--- config.mk ---
export PLATFORM = sky130hd
export DESIGN_NAME = mul_div_unit
export DESIGN_NICKNAME = d
export VERILOG_FILES = /design/src/rtl/mul_div_unit_pkg.sv /design/src/rtl/md_sign_fix.sv /design/src/rtl/mul_div_unit.sv
export SDC_FILE = /design/constraint.sdc
export NUM_CORES = 1
export LEC_CHECK = 0
export CAP_MARGIN = 10
export CELL_PAD_IN_SITES_DETAIL_PLACEMENT = 1
export CELL_PAD_IN_SITES_GLOBAL_PLACEMENT = 2
export CORE_ASPECT_RATIO = 0.9
export CORE_MARGIN = 1.5
export CORE_UTILIZATION = 38
export CTS_BUF_LIST = sky130_fd_sc_hd__clkbuf_4
export CTS_CLUSTER_SIZE = 28
export DETAILED_ROUTE_END_ITERATION = 7
export GPL_ROUTABILITY_DRIVEN = 1
export PLACE_DENSITY = 0.89
export SLEW_MARGIN = 20
export SYNTH_ARGS = -nofsm -noshare
export SYNTH_HDL_FRONTEND = slang
export SYNTH_SLANG_ARGS = --single-unit
--- constraint.sdc ---
create_clock -name clk -period 11.9 [get_ports clk]
set_input_delay 2.38 -clock clk [delete_from_list [all_inputs] [get_ports clk]]
set_output_delay 2.38 -clock clk [all_outputs]
set_load 0.1 [all_outputs]
--- src/rtl/mul_div_unit_pkg.sv ---
// mul_div_unit_pkg
// Shared definitions for the multi-cycle multiply/divide unit: operation
// encodings, FSM state encodings, the iteration count and small helpers
// that classify an operation.
package mul_div_unit_pkg;

  // Number of shift iterations for a 32-bit operand, and the counter width
  // needed to count them.
  localparam int ITERATIONS = 32;
  localparam int CNT_W      = 6;

  typedef enum logic [1:0] {
    MD_MULT  = 2'b00,
    MD_MULTU = 2'b01,
    MD_DIV   = 2'b10,
    MD_DIVU  = 2'b11
  } md_op_e;

  typedef enum logic [1:0] {
    ST_IDLE = 2'b00,
    ST_CALC = 2'b01,
    ST_DONE = 2'b10
  } md_state_e;

  function automatic logic is_signed_op(input md_op_e o);
    return (o == MD_MULT) || (o == MD_DIV);
  endfunction

  function automatic logic is_div_op(input md_op_e o);
    return (o == MD_DIV) || (o == MD_DIVU);
  endfunction

endpackage

--- src/rtl/md_sign_fix.sv ---
// md_sign_fix
// Combinational conditional two's-complement negate. Used both to take the
// absolute value of an operand (negate = operand is signed and negative) and
// to restore the sign of a result (negate = result should be negative).
// Ports:
//   value   in  W  input word
//   negate  in  1  when high, result = -value; otherwise result = value
//   result  out W  value or its two's-complement negation (wraps naturally)
module md_sign_fix #(
  parameter int W = 32
) (
  input  logic [W-1:0] value,
  input  logic         negate,
  output logic [W-1:0] result
);

  assign result = negate ? ({W{1'b0}} - value) : value;

endmodule

--- src/rtl/mul_div_unit.sv ---
// mul_div_unit
// Multi-cycle integer multiply/divide unit for the EX stage. Handles MULT,
// MULTU, DIV and DIVU with one 64-bit shift register shared by both
// algorithms and a fixed 33-cycle start-to-done latency.
// Ports:
//   clk        in  1   system clock, rising edge
//   rst        in  1   asynchronous active-high reset
//   start      in  1   request a new operation (sampled only in IDLE)
//   op         in  2   00 MULT, 01 MULTU, 10 DIV, 11 DIVU
//   src_a      in  DW  multiplicand / dividend
//   src_b      in  DW  multiplier / divisor
//   cancel     in  1   flush: aborts an operation in progress
//   stall_req  out 1   holds the pipeline while an operation is pending
//   done       out 1   one-cycle pulse, hi_result/lo_result valid
//   hi_result  out DW  product[63:32] or remainder
//   lo_result  out DW  product[31:0] or quotient
module mul_div_unit
  import mul_div_unit_pkg::*;
#(
  parameter int DW = 32
) (
  input  logic          clk,
  input  logic          rst,
  input  logic          start,
  input  logic [1:0]    op,
  input  logic [DW-1:0] src_a,
  input  logic [DW-1:0] src_b,
  input  logic          cancel,
  output logic          stall_req,
  output logic          done,
  output logic [DW-1:0] hi_result,
  output logic [DW-1:0] lo_result
);

  md_state_e          state;
  md_state_e          state_next;
  md_op_e             op_in;
  md_op_e             op_q;
  logic               in_signed;
  logic               in_div;
  logic               accept;
  logic               last_iter;
  logic               neg_res;
  logic               neg_rem;
  logic               div_zero;
  logic [DW-1:0]      a_mag;
  logic [DW-1:0]      b_mag;
  logic [DW-1:0]      m_q;
  logic [2*DW-1:0]    acc;
  logic [2*DW-1:0]    acc_next;
  logic [DW:0]        sum;
  logic [DW:0]        trial;
  logic [CNT_W-1:0]   cnt;
  logic [2*DW-1:0]    prod_fixed;
  logic [DW-1:0]      quot_fixed;
  logic [DW-1:0]      rem_fixed;

  assign op_in     = md_op_e'(op);
  assign in_signed = is_signed_op(op_in);
  assign in_div    = is_div_op(op_in);
  assign accept    = (state == ST_IDLE) && start && !cancel;
  assign last_iter = (state == ST_CALC) && (cnt == CNT_W'(ITERATIONS - 1));

  assign stall_req = accept || (state == ST_CALC);
  // done is derived from the registered DONE state; a flush arriving in that
  // cycle still kills it so the HI/LO write is dropped.
  assign done      = (state == ST_DONE) && !cancel;

  // Operand preparation: magnitudes for signed ops, raw values otherwise.
  md_sign_fix #(.W(DW)) u_abs_a (
    .value  (src_a),
    .negate (in_signed && src_a[DW-1]),
    .result (a_mag)
  );

  md_sign_fix #(.W(DW)) u_abs_b (
    .value  (src_b),
    .negate (in_signed && src_b[DW-1]),
    .result (b_mag)
  );

  // Result correction works on acc_next so the final iteration and the sign
  // fix land in the same clock edge.
  md_sign_fix #(.W(2*DW)) u_fix_prod (
    .value  (acc_next),
    .negate (neg_res),
    .result (prod_fixed)
  );

  md_sign_fix #(.W(DW)) u_fix_quot (
    .value  (acc_next[DW-1:0]),
    .negate (neg_res),
    .result (quot_fixed)
  );

  md_sign_fix #(.W(DW)) u_fix_rem (
    .value  (acc_next[2*DW-1:DW]),
    .negate (neg_rem),
    .result (rem_fixed)
  );

  always_ff @(posedge clk or posedge rst) begin
    if (rst) begin
      state <= ST_IDLE;
    end else begin
      state <= state_next;
    end
  end

  always_comb begin
    state_next = state;
    unique case (state)
      ST_IDLE: begin
        if (accept) state_next = ST_CALC;
      end
      ST_CALC: begin
        if (cancel)         state_next = ST_IDLE;
        else if (last_iter) state_next = ST_DONE;
      end
      ST_DONE: begin
        state_next = ST_IDLE;
      end
      default: begin
        state_next = ST_IDLE;
      end
    endcase
  end

  // One iteration of the shared datapath.
  // Multiply: acc = {partial_hi, multiplier}; the low bit selects whether the
  // multiplicand is added to the upper half, then the whole word shifts right
  // with the carry entering at the top.
  // Divide (restoring): acc = {remainder, dividend/quotient}; the word shifts
  // left one bit and the divisor is subtracted from the 33-bit partial
  // remainder. No borrow means the subtraction sticks and a 1 enters the
  // quotient. The remainder is always below the divisor, so 33 bits of trial
  // width cannot overflow.
  always_comb begin
    acc_next = acc;
    sum      = '0;
    trial    = '0;
    if (is_div_op(op_q)) begin
      trial = acc[2*DW-1:DW-1] - {1'b0, m_q};
      if (!trial[DW]) begin
        acc_next = {trial[DW-1:0], acc[DW-2:0], 1'b1};
      end else begin
        acc_next = {acc[2*DW-2:0], 1'b0};
      end
    end else begin
      sum      = {1'b0, acc[2*DW-1:DW]} + (acc[0] ? {1'b0, m_q} : {(DW+1){1'b0}});
      acc_next = {sum, acc[DW-1:1]};
    end
  end

  // Operand latch, iteration register, counter and result registers.
  // m_q holds whichever operand is repeatedly added/subtracted: the
  // multiplicand for multiply, the divisor for divide. On divide by zero the
  // restoring loop leaves |src_a| as the remainder, and restoring the
  // dividend's sign gives back src_a, so only the quotient needs forcing.
  always_ff @(posedge clk or posedge rst) begin
    if (rst) begin
      op_q      <= MD_MULT;
      neg_res   <= 1'b0;
      neg_rem   <= 1'b0;
      div_zero  <= 1'b0;
      m_q       <= '0;
      acc       <= '0;
      cnt       <= '0;
      hi_result <= '0;
      lo_result <= '0;
    end else if (accept) begin
      op_q     <= op_in;
      neg_res  <= in_signed && (src_a[DW-1] ^ src_b[DW-1]);
      neg_rem  <= in_signed && in_div && src_a[DW-1];
      div_zero <= (src_b == '0);
      cnt      <= '0;
      if (in_div) begin
        m_q <= b_mag;
        acc <= {{DW{1'b0}}, a_mag};
      end else begin
        m_q <= a_mag;
        acc <= {{DW{1'b0}}, b_mag};
      end
    end else if ((state == ST_CALC) && !cancel) begin
      acc <= acc_next;
      cnt <= cnt + CNT_W'(1);
      if (last_iter) begin
        if (is_div_op(op_q)) begin
          hi_result <= rem_fixed;
          lo_result <= div_zero ? {DW{1'b1}} : quot_fixed;
        end else begin
          hi_result <= prod_fixed[2*DW-1:DW];
          lo_result <= prod_fixed[DW-1:0];
        end
      end
    end
  end

endmodule

==> results.toml <==
[hold_path]
hold-path-endpoint = "hi_result[28]"
hp-start = "hi_result[28]"
hp-class = "reg2reg"
min_path_cells = 2

[route]
ant_nets = 0
drc_errors = 0
viasPerCell = 5.97
drt_pre_antenna_iters = 5
dr.first_iter.drc_count = 1154
vias = 15500
finalWirelength_um = 58800
wl_per_cell_um = 22.6

[sta]
worst_clock_skew_ps = 29.9
worstMarginPinSlew_ps = 1100
finalHoldViolCount = 0
slew_headroom = 0.264
fin_crit_ps = 7210
finalSetupTns_ps = 0
setup_ws_ps = 4690
setup_viol = 0
maxSlewViolCount = 0
max_freq_ghz = 0.139
period_share = 0.606
rsz0062_at_grt = "no"

[setup_path]
critical_path_class = "in2out"
cp-end-kind = "primary output"
crit_chain = "clkdlybuf4s50_1, or4b_2, nand2_1, clkdlybuf4s50_1"
cp.required_ps = 9520
critPathMaxStageDelay_ps = 1120
rr_worst_depth = 21
crit_top_cell = "clkdlybuf4s50_1"
r2r_end = "hi_result[28]"
ff2ff_setup_slack_ps = 5220
crit_path_top_delay_cell = "clkdlybuf4s50_1"
path_max_fanout = 5
arrival_ps = 4830
r2r_start = "acc[46]"
cp-start-kind = "input pin"

[yosys]
synth.most_common_cell = "nand2_1"
ys_ff_latch = 172
yosys.area.top_type_share = 0.283
async_reset_ff_frac = 1.00
syn-num-nets = 2117
ys_seq_area_frac = 0.283
yosysWarnings = 0
synth_edf_count = 0
syn_area_per_cell_um2 = 7.68
syn-cell-area_mm2 = 0.0152
synthTopCellsByCount = "nand2_1 (258), nor2_1 (202), a21oi_1 (198), o21ai_0 (198), dfrtp_1 (172)"
synthCells = 1976
yosys.area.top_type = "dfrtp_1"
synth_ff_type = "dfrtp_1"
synthTopCellsByArea = "dfrtp_1 (28%), a21oi_1 (6.5%), o21ai_0 (6.5%)"
synth_cell_types = 92

[global_route]
grt_pass1_wl_um = 89700
grt_pass1_vias = 15200
antenna_found_initial = 2
overflow = 0
track_usage = 0.286
grt_start_max_net_pins = 116

[clock_network]
clk_latency_ps = 640
cts_buffers = 17
cts_num_sinks = 172
htree_levels = 4
clk_pin_slew_worst_paths_ps = 140
cts.repair.resized = 0
tritoncts = "yes"
cts_root_buffer = "clkbuf_4"
clockBufferDepth = 2
post_cts_buffers = 0
ctsHoldBuffers = 0

[place]
place_area_mm2 = 0.0170
port_buffers = 135
preCtsSetupSlack_ps = 4690
gp_congestion = 0.934
post-dp-hpwl_um = 46000

[floorplan]
fp.dieH_um = 193
start_util = 0.385
placementRows = 69
die_w_um = 214
core-area_mm2 = 0.0395
design.die.area_mm2 = 0.0412
ios = 136

[flow_run]
drv_cap = 0

[finish]
area_delta_synth_final_pct = 13.9
final_cell_area_mm2 = 0.0173
layout.nets = 2194
drive_above_1_share = 0.0523
final_util = 0.438

[status]
status = "complete, no violations"

[pwr]
ir_worst_vdd_v = 0.0000916
cellPowerDensity_mw_per_mm2 = 235
p_leak_nw = 7.09
cells in the final DEF (no fill, tap or decap), drive strengths merged, types with 7 or more instances in the layout:
master,count
a211oi,13
a21o,22
a21oi,200
a22o,14
a311oi,7
a31oi,16
and2,40
and3,9
buf,25
clkbuf,17
clkdlybuf4s50,134
dfrtp,172
ha,69
inv,67
mux2i,47
nand2,258
nand2b,11
nand3,27
nand4,23
nor2,205
nor2b,14
nor3,41
nor4,17
o211ai,46
o21a,12
o21ai,209
o21bai,8
o221ai,14
o31ai,20
o41ai,13
or2,13
or3,17
or4,9
xnor2,95
xor2,76
power by group:
| part | switching, mW | leakage (nW) | internal (mW) |
|---|---|---|---|
| combinational | 1.85 | 4.65 | 0.967 |
| sequential | 0.180 | 2.28 | 0.691 |
| clock | 0.248 | 0.154 | 0.129 |
| total | 2.28 | 7.09 | 1.79 |
worst max-delay path: cells and delay by family:
family,cells,cell delay [ps]
AND/OR/NAND/NOR,2,830
buffers and inverters,2,1610
cells by family (layout without fill, tap and decap cells):
logic type | after synthesis | in the layout | share of synthesized area
xor gates and xnor gates | 171 | 171 | 0.0986
muxes | 50 | 50 | 0.0340
and+or+nand+nor | 710 | 710 | 0.221
other | 0 | 1 | 0
AOI/OAI and AO/OA | 640 | 640 | 0.261
buffers and inverters | 162 | 252 | 0.0424
adders and majority gates | 71 | 71 | 0.0595
DFF | 172 | 172 | 0.283
stage by stage:
step / std cells / hold slack, ps / power (mW)
2_1_floorplan: 1976 / 463 / 2.71
3_3_place_gp: 2566 / 463 / 3.54
3_5_place_dp: 2566 / 474 / 3.61
4_1_cts: 2598 / 507 / 4.00
5_1_grt: 2599 / 542 / 4.33
6_report: 2599 / 502 / 4.06
worst max-delay path by stage:
stage	start	slack [ps]	end	depth (start not counted)
floorplan	rst	4860	acc[0]	1
finish	cancel	4690	stall_req	4
CTS	cancel	4690	stall_req	4
detailed placement	cancel	4690	stall_req	4
global route	cancel	4610	stall_req	4
global placement	cancel	4740	stall_req	4
registers in the layout, summed over array words and instances (netlist names):
signal	flops
op_q	1
neg_res	1
hi_result	32
lo_result	32
cnt	6
div_zero	1
acc	64
neg_rem	1
m_q	32
state	2
layer usage:
| metal | global-route usage | up-vias | routed length [µm] |
|---|---|---|---|
| li1 | - | 7247 | - |
| met1 | 0.417 | 7690 | 28000 |
| met2 | 0.423 | 480 | 25200 |
| met3 | 0.0456 | 89 | 3710 |
| met4 | 0.103 | 2 | 1840 |
| met5 | 0 | - | 18 |
layout make-up:
type                    instances  area [µm²]
flip-flops and latches        172        4310
clock inverters                15         161
multi-input cells            1642       10300
repair buffers                159        1530
clock buffers                  17         128
fillers                      4901       22200
well taps                     532         666
inverters                      61         234
diodes                          1        2.50
(Power assumes the default switching activity.)
